==> src/rtl/fifo_arb_pkg.sv <==
// fifo_arb_pkg: shared types and helpers for the FIFO push arbiter.
package fifo_arb_pkg;
   typedef enum logic {IDLE, BUSY} state_e;
   // Never returns 0, so a single-value range still gets a 1-bit field.
   function automatic int clog2(input int v);
      int r;
      r = 1;
      while ((1 << r) < v) r++;
      return r;
   endfunction
endpackage

==> src/rtl/fifo_push_arbiter_rr_pick.sv <==
// rr_pick: round-robin search for the first request after last_id, wrapping modulo N.
module rr_pick import fifo_arb_pkg::*; #(
   parameter int N  = 4,
   parameter int IW = clog2(N)
) (
   input  logic [N-1:0]  req,
   input  logic [IW-1:0] last_id,
   output logic          found,
   output logic [IW-1:0] next_id
);
   // Scan from farthest to nearest so the closest candidate is assigned last and wins.
   always_comb begin
      found   = |req;
      next_id = last_id;
      for (int i = N; i >= 1; i--)
         if (req[IW'((int'(last_id) + i) % N)]) next_id = IW'((int'(last_id) + i) % N);
   end
endmodule

==> src/rtl/fifo_push_arbiter.sv <==
// fifo_push_arbiter: round-robin, burst-locked sharing of one FIFO push port among NUM_REQ producers.
module fifo_push_arbiter import fifo_arb_pkg::*; #(
   parameter int  NUM_REQ    = 4,
   parameter int  DATA_WIDTH = 2,
   parameter int  MAX_BURST  = 4,
   localparam int ID_WIDTH   = clog2(NUM_REQ),
   localparam int CNT_WIDTH  = clog2(MAX_BURST)
) (
   input  logic                          clk,
   input  logic                          reset,
   input  logic [NUM_REQ-1:0]            req_valid,
   input  logic [NUM_REQ*DATA_WIDTH-1:0] req_data,
   output logic [NUM_REQ-1:0]            req_ready,
   input  logic                          fifo_full,
   output logic                          fifo_push,
   output logic [DATA_WIDTH-1:0]         fifo_din,
   output logic                          grant_valid,
   output logic [ID_WIDTH-1:0]           grant_id
);
   state_e                state_q, state_d;
   logic [ID_WIDTH-1:0]   grant_id_q, grant_id_d, last_id_q, last_id_d, pick_id;
   logic [CNT_WIDTH-1:0]  beat_cnt_q, beat_cnt_d;
   logic                  pick_found, busy, fire;
   rr_pick #(.N(NUM_REQ), .IW(ID_WIDTH)) u_pick (
      .req     (req_valid),
      .last_id (last_id_q),
      .found   (pick_found),
      .next_id (pick_id)
   );
   always_comb begin
      busy        = state_q == BUSY;
      fire        = busy && req_valid[grant_id_q] && !fifo_full;
      req_ready   = (busy && !fifo_full) ? NUM_REQ'(1) << grant_id_q : '0;
      fifo_push   = fire;
      grant_valid = busy;
      grant_id    = grant_id_q;
      fifo_din    = '0;
      for (int i = 0; i < NUM_REQ; i++)
         if (fire && grant_id_q == ID_WIDTH'(i)) fifo_din = req_data[i*DATA_WIDTH +: DATA_WIDTH];
   end
   // A full FIFO only stalls: grant and beat count hold until the grantee drops valid or bursts out.
   always_comb begin
      state_d    = state_q;
      grant_id_d = grant_id_q;
      last_id_d  = last_id_q;
      beat_cnt_d = beat_cnt_q;
      if (!busy) begin
         if (pick_found) begin
            state_d    = BUSY;
            grant_id_d = pick_id;
         end
      end else if (!req_valid[grant_id_q] || (fire && beat_cnt_q == CNT_WIDTH'(MAX_BURST - 1))) begin
         state_d    = IDLE;
         last_id_d  = grant_id_q;
         beat_cnt_d = '0;
      end else if (fire) begin
         beat_cnt_d = beat_cnt_q + 1'b1;
      end
   end
   always_ff @(posedge clk or posedge reset) begin
      if (reset) begin
         state_q    <= IDLE;
         grant_id_q <= ID_WIDTH'(NUM_REQ - 1);
         last_id_q  <= ID_WIDTH'(NUM_REQ - 1);
         beat_cnt_q <= '0;
      end else begin
         state_q    <= state_d;
         grant_id_q <= grant_id_d;
         last_id_q  <= last_id_d;
         beat_cnt_q <= beat_cnt_d;
      end
   end
endmodule

==> config.mk <==
export PLATFORM = sky130hd
export DESIGN_NAME = fifo_push_arbiter
export DESIGN_NICKNAME = d
export VERILOG_FILES = /design/src/rtl/fifo_arb_pkg.sv /design/src/rtl/fifo_push_arbiter_rr_pick.sv /design/src/rtl/fifo_push_arbiter.sv
export SDC_FILE = /design/constraint.sdc
export NUM_CORES = 1
export LEC_CHECK = 0
export BUFFER_PORTS_ARGS = -buffer_cell sky130_fd_sc_hd__buf_2
export CAP_MARGIN = 30
export CELL_PAD_IN_SITES_DETAIL_PLACEMENT = 1
export CELL_PAD_IN_SITES_GLOBAL_PLACEMENT = 1
export CORE_MARGIN = 2
export CORE_UTILIZATION = 30
export CTS_BUF_LIST = sky130_fd_sc_hd__clkbuf_16
export DETAILED_ROUTE_END_ITERATION = 8
export HOLD_SLACK_MARGIN = 0.06
export PLACE_DENSITY = 0.83
export SYNTH_ARGS = -nofsm -noshare
export SYNTH_HDL_FRONTEND = slang
export SYNTH_SLANG_ARGS = --single-unit
==> constraint.sdc <==
create_clock -name clk -period 1.63 [get_ports clk]
set_clock_uncertainty 0.05 [all_clocks]
set_input_delay 0.0815 -clock clk [delete_from_list [all_inputs] [get_ports clk]]
set_output_delay 0.0815 -clock clk [all_outputs]
set_load 0.02 [all_outputs]
### Word level (Yosys, flattened, before mapping)

Index checks and enable logic that the tools add are counted.

* register bits: 7
* latch bits: 0
* memory bits (writable): 0
* bits in read-only memories: 0
* bits of input ports: 15
* output and inout bits: 10
* logic and storage cells: 65
* memories kept: 0

* $add $sub $neg: 5
* $mul: 0
* div/mod/pow operators: 0
* $lt $le $gt $ge: 5
* equal/unequal tests: 4
* shifts and indexed selects: 1
* muxes and demuxes: 28
* bitwise gates (word level): 1
* reduce and logical (&&, ||, !) cells: 17

Operators with widths (number)
* 2-bit 2-to-1 mux: 10
* 2-bit by 4-bit < comparator with 1-bit output, second input constant: 4
* 1-bit 2-to-1 mux: 12
* 1-bit binary-select mux with 2-bit select: 5
* 1-bit logical AND: 8
* 2-bit by 1-bit adder with 2-bit output, second input constant: 3
* 2-bit == test, second input constant: 3
* 2-bit AND reduction: 3
* 2-bit adder, second input constant: 2
* 4-bit 2-to-1 mux: 1
* 4-bit OR reduction: 1
* 1-bit by 2-bit << shifter with 4-bit output, first input constant: 1
* 2-bit by 3-bit < comparator with 1-bit output, second input constant: 1
* 2-bit by 1-bit == test with 1-bit output, second input constant: 1
* 1-bit logical NOT: 2
* 2-bit logical NOT: 1
* 2-bit nonzero test: 1
* 1-bit logical OR: 1
* 1-bit NOT: 1

### Longest topological paths before layout

* depth in word-level cells: 9
* gate-level depth with buffers: 4

### Cells and area by module

From an unflattened synthesis, not the netlist that was laid out.

* cells, all modules: 66
* area total of the unflattened synthesis: 610.6 µm²

By module, submodules not included
* fifo_push_arbiter: instances 1, cells each 52, area each 528.0 µm²
* rr_pick: instances 1, cells each 14, area each 82.6 µm²

### Worst setup path before layout

Ideal clock, no wire load.

* path kind: reg2out
* from: register grant_id_q[0], in the netlist grant_id[0]
* to: output port fifo_din[0]
* arrival time: 1.650 ns
* data required time: 1.498 ns
* slack: -0.151 ns
* cell stages (with the launch flop): 4
* path buffers: 0
* cells stage by stage: dfstp_2 > mux4_2 > nor3b_4 > a22o_1

* longest elaborated chain between the ends: 9

RTL lines
* start, declared: RTL line fifo_push_arbiter.sv:21 `logic [ID_WIDTH-1:0] grant_id_q, grant_id_d, last_id_q, last_id_d, pick_id;`
* start signal, assigned: RTL line fifo_push_arbiter.sv:63 `grant_id_q <= ID_WIDTH'(NUM_REQ - 1);`
* start signal, assigned: RTL line fifo_push_arbiter.sv:68 `grant_id_q <= grant_id_d;`
* 1-bit binary-select mux with 2-bit select (*): RTL line fifo_push_arbiter.sv:32 `fire = busy && req_valid[grant_id_q] && !fifo_full;`
* 1-bit 2-to-1 mux (implied by the code) (*): RTL line fifo_push_arbiter.sv:32
* 1-bit logical AND (*) (2 in a row): RTL line fifo_push_arbiter.sv:32
* net fifo_push: RTL line fifo_push_arbiter.sv:15 `output logic fifo_push,`
* 1-bit logical AND: RTL line fifo_push_arbiter.sv:39 `if (fire && grant_id_q == ID_WIDTH'(i)) fifo_din = req_data[i*DATA_WIDTH +: DATA_WIDTH];`
* 2-bit 2-to-1 mux (3 in a row): RTL line fifo_push_arbiter.sv:39
* 2-bit 2-to-1 mux (*): RTL line fifo_push_arbiter.sv:39
* end, declared: RTL line fifo_push_arbiter.sv:16 `output logic [DATA_WIDTH-1:0] fifo_din,`

Mark *: on every way through the listed nets, which the timed path passes. The rest lies on a longest branch. The select of a mux whose other input is x is not followed.

### Worst setup path in the final report

* from: register grant_id_q[0], in the netlist grant_id[0]
* to: output port fifo_din[0]

* longest elaborated chain between the ends: 9

RTL lines (RTL line)
* 1-bit binary-select mux with 2-bit select: fifo_push_arbiter.sv:32
* 1-bit 2-to-1 mux (implied by the code): fifo_push_arbiter.sv:32
* 1-bit logical AND (2 in a row): fifo_push_arbiter.sv:32
* 1-bit logical AND: fifo_push_arbiter.sv:39
* 2-bit 2-to-1 mux (3 in a row): fifo_push_arbiter.sv:39
* 2-bit 2-to-1 mux (*): fifo_push_arbiter.sv:39

Every way passes the cells marked *; elsewhere a longest branch is shown, timed or not. The select of a mux whose other input is x is not followed.

==> flow_summary_export.csv <==
group,metric,value,unit
timing,period_minus_slack,1.95,ns
die,start_util,0.313,
global_route,grt_max_degree,13,
logic_synthesis,synth_ff_type,"dfstp_2",
logic_synthesis,avgSynthCellArea,9.69,sq um
placement,port_buffers,24,
worst_setup_path,cp.required,1.50,ns
finish,layout-drive-gt1-share,0.545,
routing,dr.first_iter.drc_count,10,
logic_synthesis,syn_inst,62,
logic_synthesis,synth_nets,78,
die,ioPinCount,25,
timing,rsz0062_at_grt,"yes",
timing,slew_headroom,0.590,
placement,gp_congestion,0.744,
worst_setup_path,crit_arrival,1.82,ns
die,rows,16,
worst_setup_path,startpoint_type,"flip-flop",
logic_synthesis,synth_area,601,sq um
finish,syn_to_final_growth,62.1,%
logic_synthesis,ys_async_sr_fraction,1.00,
outcome,violations,"negative setup slack",
finish,stdcell_count,126,
job,drv_cap,0,
worst_setup_path,end_kind,"output pin",
clocking,worstSkewPairLatency,0.23,ns
placement,dpl.hpwl,1350,um
timing,worstMarginPinSlew,0.609,ns
hold_path,holdCritPathClass,"in2reg",
routing,wirelength,1880,um
timing,finalHoldViolCount,0,
global_route,grt.met3_usage,0.0401,
global_route,grt_antenna_before_repair,0,
logic_synthesis,synth_cell_type_count,33,
clocking,cts_tree,"built",
logic_synthesis,yosys.area.top_type_share,0.175,
global_route,grt.busiest_layer,"met2",
die,core,0.00192,sq mm
die,die_width,48.7,um
power,p_leak,0.454,nW
clocking,path_clk_slew,0.03,ns
power,power.density,1930,mW/mm^2
clocking,htreeDepth,1,
global_route,grt_pass1_vias,658,
finish,antennaDiodeCount,0,
routing,viasPerCell,5.21,
power,irDropWorstVdd,1.14,mV
timing,fmax,0.512,GHz
die,die_h,48.7,um
logic_synthesis,synth_area_leader_cell,"dfstp_2",
routing,drc,0,
timing,worst_slack,-0.322,ns
logic_synthesis,synth_warnings,0,
logic_synthesis,ys_top_cells_by_area,"dfstp_2, dfrtp_1, a22o_1, mux2i_1, mux2_1",
global_route,grt_pass1_wl,2970,um
clocking,cts_buffers,3,
logic_synthesis,synth_edf_count,0,
global_route,grt_use_met1,0.162,
timing,post-route-period-util,1.20,
routing,wl_per_cell,14.9,um
placement,dp_cells,114,
clocking,clock-sinks,7,
logic_synthesis,ys_ff_latch,7,
global_route,grtUsageMet2,0.292,
timing,setup_viol_count_final,9,
die,die-area,0.00238,sq mm
timing,report.final.slew_viol_count,0,
routing,dr.pass1.iters,3,
worst_setup_path,path_max_fanout,3,
placement,dp_slack,-0.126,ns
clocking,cts_buffer_depth,2,
routing,antenna_left,0,
outcome,status,"finished with violations",
logic_synthesis,synth_common_cells,"a21oi_1, a22o_1, dfstp_2",
finish,nets,116,
logic_synthesis,yosysSeqAreaShare,0.300,
global_route,grt_usage,0.157,
routing,dr_total_vias,656,
global_route,overflow,0,
clocking,clock-root-buffer,"clkbuf_16",
worst_setup_path,critPathKind,"reg2out",
==> cells by family (layout without fill, tap and decap cells) <==
logic type	after synthesis	after routing	synth area share
buffers and inverters	7	44	0.0521
and+or+nand+nor	19	19	0.215
muxes	8	8	0.162
AOI/OAI and AO/OA	20	20	0.250
DFF	7	7	0.300
adders and majority gates	1	1	0.0208
==> layout by cell type (no fill, tap or decap), types with 2 or more instances in the layout <==
master | synthesis | routed
a22o_1 | 4 | 3
nor2_1 | 2 | 2
nand2_1 | 3 | 3
dfstp_2 | 4 | 4
dfrtp_1 | 3 | 3
a211oi_2 | 0 | 2
nor3b_1 | 2 | 2
nor4b_1 | 2 | 2
nor4_1 | 2 | 2
buf_4 | 0 | 9
mux2_2 | 2 | 2
o21ai_0 | 2 | 2
inv_1 | 3 | 4
nand2b_1 | 3 | 3
mux2i_1 | 3 | 3
clkbuf_16 | 0 | 3
a21oi_1 | 4 | 2
o2bb2ai_1 | 2 | 2
buf_2 | 2 | 22
buf_6 | 0 | 3
==> worst paths after layout <==
kind	cells past startpoint	start	slack, ns	endpoint
worst max-delay path	4	grant_id[0]$_DFFE_PP1P_	-0.32	fifo_din[0]
worst min-delay path	3	req_valid[1]	0.19	grant_id[1]$_DFFE_PP1P_
worst max register to register	5	grant_id[0]$_DFFE_PP1P_	-0.26	last_id_q[0]$_DFFE_PP1P_
worst min register to register	1	beat_cnt_q[0]$_DFFE_PP0P_	0.44	beat_cnt_q[0]$_DFFE_PP0P_
max in group asynchronous	3	reset	1.00	last_id_q[0]$_DFFE_PP1P_
min in group asynchronous	3	reset	0.27	grant_valid$_DFF_PP0_
==> power by group <==
part	switching, mW	internal, mW	leakage [nW]
Combinational	0.546	0.569	0.332
Sequential	0.0811	0.283	0.0796
Clock	0.0820	0.318	0.0423
Total	0.709	1.17	0.454
==> what timing repair did <==
item / in CTS / in global routing
gates resized for setup: 7 / 6
cloned: 0 / 0
buffers inserted: 1 / 6
pin swaps: 1 / 2
setup endpoints to repair: 6 / 8
hold buffers: 1 / 0
endpoints found under the hold margin: 7 / 0
==> critical path, stage by stage, from the launching register on <==
cell,delay [ns]
dfstp_2,0.53
mux4_2,0.52
nor3b_4,0.18
a22o_4,0.24
buf_6,0.12
==> metal layers <==
layer	share of wire	vias up	routed length, um
met5	0	-	0
met4	0.018	0	34
met3	0.052	4	97
met2	0.53	18	998
met1	0.40	319	748
li1	-	315	-
==> sequential cells by signal (all words and copies together) (netlist names) <==
register	cells
last_id_q	2
grant_valid	1
grant_id	2
beat_cnt_q	2
==> per-stage QoR <==
step	area, sq um	power [mW]	hold WS (ns)	util	setup TNS [ns]
floorplan	609	0.945	-0.168	-	-0.601
global placement	779	1.18	-0.0430	0.406	-0.162
detailed placement	779	1.22	-0.0312	0.406	-0.383
CTS	901	1.71	0.180	0.469	-1.16
global route	973	2.01	0.198	0.507	-2.21
finish	973	1.88	0.192	0.507	-1.56
==> final cells by class <==
class | instances | area [sq um]
fillers | 228 | 948
multi-input cells | 48 | 427
repair buffers | 36 | 236
flip-flops and latches | 7 | 180
clock buffers | 3 | 75.1
well taps | 27 | 33.8
inverters | 4 | 17.5
clock inverters | 1 | 3.75
Power figures use the tool's default switching activity.
